File: src/rtl/mesi_snoop_array.sv
// Snoop-side MESI controller for a direct-mapped cache.
// One bus snoop at a time; M hits go through a write-back handshake.
module mesi_snoop_array #(
  parameter int LINES  = 8,
  parameter int ADDR_W = 16
) (
  input  logic              CLK,
  input  logic              CLR,
  input  logic              snp_valid,
  output logic              snp_ready,
  input  logic [1:0]        snp_op,
  input  logic [ADDR_W-1:0] snp_addr,
  output logic              snp_done,
  output logic              snp_hit,
  output logic              snp_shared,
  output logic              snp_abort,
  output logic              snp_err,
  output logic              wb_req,
  output logic [ADDR_W-1:0] wb_addr,
  input  logic              wb_ack,
  input  logic              loc_we,
  output logic              loc_ready,
  input  logic [ADDR_W-1:0] loc_addr,
  input  logic [1:0]        loc_state,
  output logic [1:0]        loc_rd_state
);
  localparam int IDX_W = $clog2(LINES);
  localparam int TAG_W = ADDR_W - IDX_W;

  localparam logic [1:0] ST_I = 2'b00;
  localparam logic [1:0] ST_S = 2'b01;
  localparam logic [1:0] ST_E = 2'b10;
  localparam logic [1:0] ST_M = 2'b11;

  localparam logic [1:0] OP_RD  = 2'b01;
  localparam logic [1:0] OP_RDX = 2'b10;
  localparam logic [1:0] OP_INV = 2'b11;

  typedef enum logic [1:0] {IDLE, LOOKUP, WB_WAIT} fsm_t;

  fsm_t              fsm_q, fsm_d;
  logic [1:0]        st_q  [LINES];
  logic [1:0]        st_d  [LINES];
  logic [TAG_W-1:0]  tag_q [LINES];
  logic [TAG_W-1:0]  tag_d [LINES];
  logic [1:0]        op_q, op_d;
  logic [ADDR_W-1:0] addr_q, addr_d;
  logic              done_q, done_d;
  logic              hit_q, hit_d;
  logic              shared_q, shared_d;
  logic              abort_q, abort_d;
  logic              err_q, err_d;
  logic              wb_req_q, wb_req_d;
  logic [ADDR_W-1:0] wb_addr_q, wb_addr_d;

  logic [IDX_W-1:0]  s_idx, l_idx;
  logic [TAG_W-1:0]  s_tag, l_tag;
  logic [1:0]        lk_st;
  logic              lk_hit;

  assign s_idx  = addr_q[IDX_W-1:0];
  assign s_tag  = addr_q[ADDR_W-1:IDX_W];
  assign l_idx  = loc_addr[IDX_W-1:0];
  assign l_tag  = loc_addr[ADDR_W-1:IDX_W];
  assign lk_st  = st_q[s_idx];
  assign lk_hit = (lk_st != ST_I) && (tag_q[s_idx] == s_tag);

  assign snp_ready    = (fsm_q == IDLE);
  assign loc_ready    = !((fsm_q != IDLE) && (l_idx == s_idx));
  assign loc_rd_state = st_q[l_idx];
  assign snp_done     = done_q;
  assign snp_hit      = hit_q;
  assign snp_shared   = shared_q;
  assign snp_abort    = abort_q;
  assign snp_err      = err_q;
  assign wb_req       = wb_req_q;
  assign wb_addr      = wb_addr_q;

  always_comb begin
    st_d      = st_q;
    tag_d     = tag_q;
    fsm_d     = fsm_q;
    op_d      = op_q;
    addr_d    = addr_q;
    done_d    = 1'b0;
    hit_d     = 1'b0;
    shared_d  = 1'b0;
    abort_d   = 1'b0;
    err_d     = 1'b0;
    wb_req_d  = wb_req_q;
    wb_addr_d = wb_addr_q;
    // Never targets the snooped line: loc_ready blocks that index.
    if (loc_we && loc_ready) begin
      st_d[l_idx]  = loc_state;
      tag_d[l_idx] = l_tag;
    end
    unique case (fsm_q)
      IDLE: begin
        if (snp_valid && snp_op != 2'b00) begin
          op_d   = snp_op;
          addr_d = snp_addr;
          fsm_d  = LOOKUP;
        end
      end
      LOOKUP: begin
        fsm_d = IDLE;
        if (!lk_hit) begin
          done_d = 1'b1;
        end else if (lk_st == ST_M && op_q != OP_INV) begin
          abort_d   = 1'b1;
          wb_req_d  = 1'b1;
          wb_addr_d = addr_q;
          fsm_d     = WB_WAIT;
        end else begin
          done_d = 1'b1;
          hit_d  = 1'b1;
          if (op_q == OP_RD) begin
            st_d[s_idx] = ST_S;
            shared_d    = 1'b1;
          end else begin
            st_d[s_idx] = ST_I;
            err_d = (op_q == OP_INV) &&
                    (lk_st == ST_E || lk_st == ST_M);
          end
        end
      end
      WB_WAIT: begin
        abort_d = 1'b1;
        if (wb_ack) begin
          wb_req_d    = 1'b0;
          done_d      = 1'b1;
          hit_d       = 1'b1;
          shared_d    = (op_q == OP_RD);
          st_d[s_idx] = (op_q == OP_RD) ? ST_S : ST_I;
          fsm_d       = IDLE;
        end
      end
      default: fsm_d = IDLE;
    endcase
  end

  always_ff @(posedge CLK or posedge CLR) begin
    if (CLR) begin
      fsm_q     <= IDLE;
      op_q      <= 2'b00;
      addr_q    <= '0;
      done_q    <= 1'b0;
      hit_q     <= 1'b0;
      shared_q  <= 1'b0;
      abort_q   <= 1'b0;
      err_q     <= 1'b0;
      wb_req_q  <= 1'b0;
      wb_addr_q <= '0;
      for (int i = 0; i < LINES; i++) begin
        st_q[i]  <= ST_I;
        tag_q[i] <= '0;
      end
    end else begin
      fsm_q     <= fsm_d;
      op_q      <= op_d;
      addr_q    <= addr_d;
      done_q    <= done_d;
      hit_q     <= hit_d;
      shared_q  <= shared_d;
      abort_q   <= abort_d;
      err_q     <= err_d;
      wb_req_q  <= wb_req_d;
      wb_addr_q <= wb_addr_d;
      for (int i = 0; i < LINES; i++) begin
        st_q[i]  <= st_d[i];
        tag_q[i] <= tag_d[i];
      end
    end
  end
endmodule
File: config.mk
export PLATFORM = sky130hd
export DESIGN_NAME = mesi_snoop_array
export DESIGN_NICKNAME = d
export VERILOG_FILES = /design/src/rtl/mesi_snoop_array.sv
export SDC_FILE = /design/constraint.sdc
export NUM_CORES = 1
export LEC_CHECK = 0
export CAP_MARGIN = 10
export CORE_UTILIZATION = 58
export DETAILED_ROUTE_END_ITERATION = 16
export DONT_BUFFER_PORTS = 1
export PLACE_DENSITY = 0.76
export SKIP_CTS_REPAIR_TIMING = 1
export SLEW_MARGIN = 20
export SYNTH_ARGS = -nofsm -noshare
export SYNTH_HDL_FRONTEND = slang
export SYNTH_SLANG_ARGS = --single-unit
File: constraint.sdc
create_clock -name CLK -period 6.65 [get_ports CLK]
set_input_delay 1.995 -clock CLK [delete_from_list [all_inputs] [get_ports CLK]]
set_output_delay 1.995 -clock CLK [all_outputs]
set_load 0.005 [all_outputs]
### Word-level counts from Yosys, hierarchy flattened

Index checks and enable logic that the tools add are counted.

| word-level totals | value |
|---|---|
| register bits after elaboration | 162 |
| bits in latches | 0 |
| memory bits (writable) | 0 |
| ROM bits | 0 |
| output and inout port bits | 26 |
| memories kept | 0 |

| cells by class | value |
|---|---|
| add/sub/neg operators | 0 |
| multipliers | 0 |
| divide/modulo/power cells | 0 |
| $lt $le $gt $ge | 4 |
| equal/unequal tests | 13 |
| shift-type cells | 0 |
| mux-type cells | 52 |
| bitwise operators | 7 |
| reduce and logical (&&, ||, !) cells | 19 |

Operators by type and width:

| operator | count |
|---|---|
| $bwmux 104 | 1 |
| $mux 16 | 5 |
| $bmux 13 s3 | 1 |
| $demux 13 s3 | 1 |
| $mux 13 | 3 |
| $bwmux 16 | 2 |
| $pmux 16 s2 | 1 |
| $mux 2 | 10 |
| $mux 1 | 18 |
| $and 16x16->16 | 1 |
| $not 16->16 | 1 |
| $eq 13x13->1 | 1 |
| $bmux 2 s3 | 2 |
| $demux 2 s3 | 2 |
| $pmux 1 s2 | 5 |
| $and 8x8->8 | 1 |
| $eq 2x2->1 const B | 4 |
| $ge 4x4->1 const B | 2 |
| $logic_and 1x1->1 | 8 |
| $lt 4x1->1 const B | 2 |
| $ne 2x2->1 const B | 4 |
| $not 3->4 | 2 |
| $not 8->8 | 1 |
| $or 8x8->8 | 1 |
| 11 further kinds | 16 |

### Logic depth before layout (Yosys ltp)

| logic depth | value |
|---|---|
| depth after elaboration | 12 |
| mapped depth | 12 |

### Least setup slack after synthesis

OpenSTA, ideal clock, no wires.

| timing path | value |
|---|---|
| path kind | input to output |
| start | input port loc_addr[0] |
| end | output port loc_rd_state[1] |
| arrival time | 3.112 ns |
| required time | 4.655 ns |
| slack | 1.543 ns |
| stages on the path | 3 |
| path through | clkbuf_1 mux4_2 mux2_2 |

| between the ends | value |
|---|---|
| word-level cells in the longest chain between the ends | 4 |

RTL lines:

| item | line | text |
|---|---|---|
| start: declaration | 23 | `input logic [ADDR_W-1:0] loc_addr,` |
| $not 3->4 (implied by the code) | 70 | `assign loc_rd_state = st_q[l_idx];` |
| $bmux 2 s3 | 70 |  |
| $mux 2 (implied by the code) (2 in series) | 70 |  |
| end: declaration | 25 | `output logic [1:0] loc_rd_state` |

Every way passes these cells. The select of a mux whose other input is x is not followed.

### Worst setup path after layout

| timing path | value |
|---|---|
| start | input port loc_addr[0] |
| end | output port loc_rd_state[0] |

Same word-level chain as after synthesis.

==> impl_summary.txt <==
----------------------------------------------------
[Outcome]
  Result of the run ... finished, final reports clean

[Critical path]
  Signal arrival time at the worst endpoint ... 2.75 ns
  Crit Reg-Reg Startpoint ... addr_q[0]$_DFFE_PP0P_
  Worst-path fanout max ... 7
  Critical path's top delay family ... multiplexers
  Type of element launching the critical path ... primary input
  Cell Chain, Critical Path ... mux4_2, mux2_2
  Count of buffer and inverter cells on the critical path ... 0
  Nature of the critical path endpoint ... primary output
  Critical Setup Path Class ... in -> out
  Setup slack on the worst flop-to-flop path ... 2.58 ns
  Worst Setup SP ... loc_addr[0]
  Master of the slowest instance on the critical path ... mux4_2
  Data required time of the worst path ... 4.66 ns
  Max incr delay on CP ... between 0.4 and 0.5 ns

[Detailed routing]
  Number of search-and-repair iterations in the first detailed-routing pass ... 5
  Drt drc ... 0
  Drt via density ... 6.27
  Violation count after the first detailed-routing iteration ... just under 400
  WL final ... between 15 and 20 mm
  Routed vias ... 4761
  Final antenna-violating net count ... 0
  Detail-routed net length per standard cell ... around 23 um

[Worst hold path]
  Critical hold path startpoint ... tag_q[51]$_DFFE_PP0P_
  Path category of the worst min-delay check ... reg -> reg

[Clocking]
  CTS tree ... done
  Number of buffers between clock root and the deepest sink ... 2
  Clock buffer count from CTS ... 17
  Number of H-tree levels ... 4
  Register clock-pin slew on the reported worst setup and hold paths ... about 0.06 ns
  Clk Tree Root Cell ... clkbuf_16
  Total number of clock tree sinks ... 162
  Insertion delay of the later-clocked pin in the worst-skew pair ... approximately 0.43 ns

[Die]
  Floorplan die width ... 119 um
  Die Height ... 119 um
  Starting density of the core ... 0.595
  Core ar. ... approximately 0.013 mm2
  Floorplan die area ... 0.0140 mm2
  Number of top-level pins ... 67
  FP Rows ... 42

[Synth]
  Post-synth ARST share ... 1.00
  Mean cell area of the mapped netlist ... around 14 um2
  Primary FF master, synth ... dfrtp_1
  Cell count after synthesis ... 574
  Share of Yosys cell area claimed by the top area cell type ... 0.515
  Post-synthesis net count ... a little over 600
  Sequential share of the synthesized area ... 0.515
  Largest cells by area after synthesis ... dfrtp_1, mux2_2, mux4_2, mux2i_1, mux2_1
  Dominant cell by count in the synthesized netlist ... dfrtp_1
  Post-synth EDFFs ... 0
  Number of storage elements in the synthesis netlist ... 162
  Total of warnings raised by yosys ... 0
  Most frequent cells after synthesis ... dfrtp_1, mux2_2, mux2i_1
  Post-synthesis cell type count ... 55
  Area of the mapped netlist ... 0.00788 mm2
  Most area-hungry cell type in the Yosys netlist ... dfrtp_1

[GRT]
  Largest net degree at the start of global routing ... between 100 and 150
  Total gr overflow ... 0
  Number of antenna violations at the first check in global routing ... 0
  Via count of the first global-routing pass ... 5001
  Wire length of the first global-routing pass ... 28.0 mm
  Overall fraction of global-route tracks in use ... 0.268

[Layout]
  Fraction of final layout cells with drive strength greater than 1 ... 0.364
  Diode insertion count for antenna repair ... 0
  Area grow syn2layout ... 9.29%
  Post-route cell area ... 0.00861 mm2
  Count of nets after finishing ... about 610

[STA]
  Final critical-path share of the clock period ... 0.713
  Final number of hold-violating endpoints ... 0
  Total setup violations reported at the end of the flow ... 0
  Transition time at the pin with the least slew margin ... 1.12 ns
  Final min period ... 4.74 ns
  Relative max-transition margin ... 0.253
  Final setup skew ... 0.00813 ns
  Max Slew Vio Count ... 0
  Maximum achievable frequency ... 211 MHz
  Setup TNS after final layout ... 0 ns
  Worst path setup slack after routing ... between 1.5 and 2 ns
  RSZ-0062 raised after global routing ... false

[Placement]
  Final HPWL from detailed placement ... 11.2 mm
  Dpl cell area ... ~0.008 mm2
  Setup Slack @ Placement ... 1.91 ns
  Weighted congestion at the end of routability-driven global placement ... 0.871
  Port Buffer Count ... 0

[Flow run]
  Max_cap viols ... 0

[Power]
  Static power due to leakage ... around 3.7 nW
  Power per cell area ... 443 mW/mm2
  Maximum VDD drop ... 226 uV

----------------------------------------------------
## per-layer routing
metal | GRT usage | vias up | wire length (um)
met2 | 0.419 | 178 | 8530
li1 | - | 2102 | -
met5 | 0 | - | 0
met4 | 0.0894 | 0 | 262
met1 | 0.358 | 2458 | 7190
met3 | 0.0806 | 23 | 1430
## per-stage QoR
step	std cells	hold slack, ns	total power (W)	utilization
after detailed placement	727	0.490	0.00283	0.605
after floorplan	574	0.472	0.00251	-
after global placement	727	0.482	0.00277	0.605
after CTS	759	0.503	0.00382	0.649
final	759	0.500	0.00381	0.650
after global routing	759	0.512	0.00401	0.650
## cell families after synthesis
logic type,Yosys count,synth area share
and+or+nand+nor,82,0.0594
adders and majority gates,3,0.00477
xor gates and xnor gates,10,0.0111
AOI/OAI and AO/OA,65,0.0626
muxes,207,0.321
buffers and inverters,45,0.0264
DFF,162,0.515
## flip-flops by register name (all words and copies together) (netlist names)
signal	cells
wb_req	1
snp_err	1
st_q	16
wb_addr	16
snp_abort	1
op_q	2
snp_shared	1
addr_q	16
fsm_q	2
tag_q	104
snp_done	1
snp_hit	1
## cell usage in the layout (no fill, tap or decap), types with 3 or more instances in the layout
cell type	n
a21oi_2	5
nor2b_1	7
inv_1	11
mux2i_1	40
xnor2_1	7
clkbuf_1	5
o22ai_1	3
xor2_1	3
a22o_1	4
nand3_1	7
nand2_1	22
o21ai_0	15
clkbuf_16	17
o21a_1	4
nor3_1	6
mux4_2	22
nor2_1	14
bufinv_16	3
clkinv_4	3
buf_4	9
clkinv_2	3
o31a_1	5
mux2_1	11
a21oi_1	4
a211oi_1	7
mux2_2	134
nand2b_1	3
or3_1	5
dfrtp_1	161
ha_1	3
nand3b_1	4
## cell type report
cell class	instances	area, um2
timing repair buffer	9	67.6
tap	176	220
fill	986	4630
clock buffer	23	458
multi-input combinational	367	3620
clock inverter	9	131
inverter	13	56.3
sequential	162	4060
## final timing paths
check | end | cells after the start
max | loc_rd_state[0] | 2
min | tag_q[51]$_DFFE_PP0P_ | 1
max reg2reg | st_q[1]$_DFF_PP0_ | 9
min reg2reg | tag_q[51]$_DFFE_PP0P_ | 1
max in group asynchronous | addr_q[2]$_DFFE_PP0P_ | 2
min in group asynchronous | tag_q[50]$_DFFE_PP0P_ | 1
## power by group
part,internal (W),switching [W],leakage (nW)
registers,0.00128,0.000220,1.99
clock network,0.000600,0.000383,0.289
logic,0.000674,0.000658,1.41
Power figures use the tool's default switching activity.
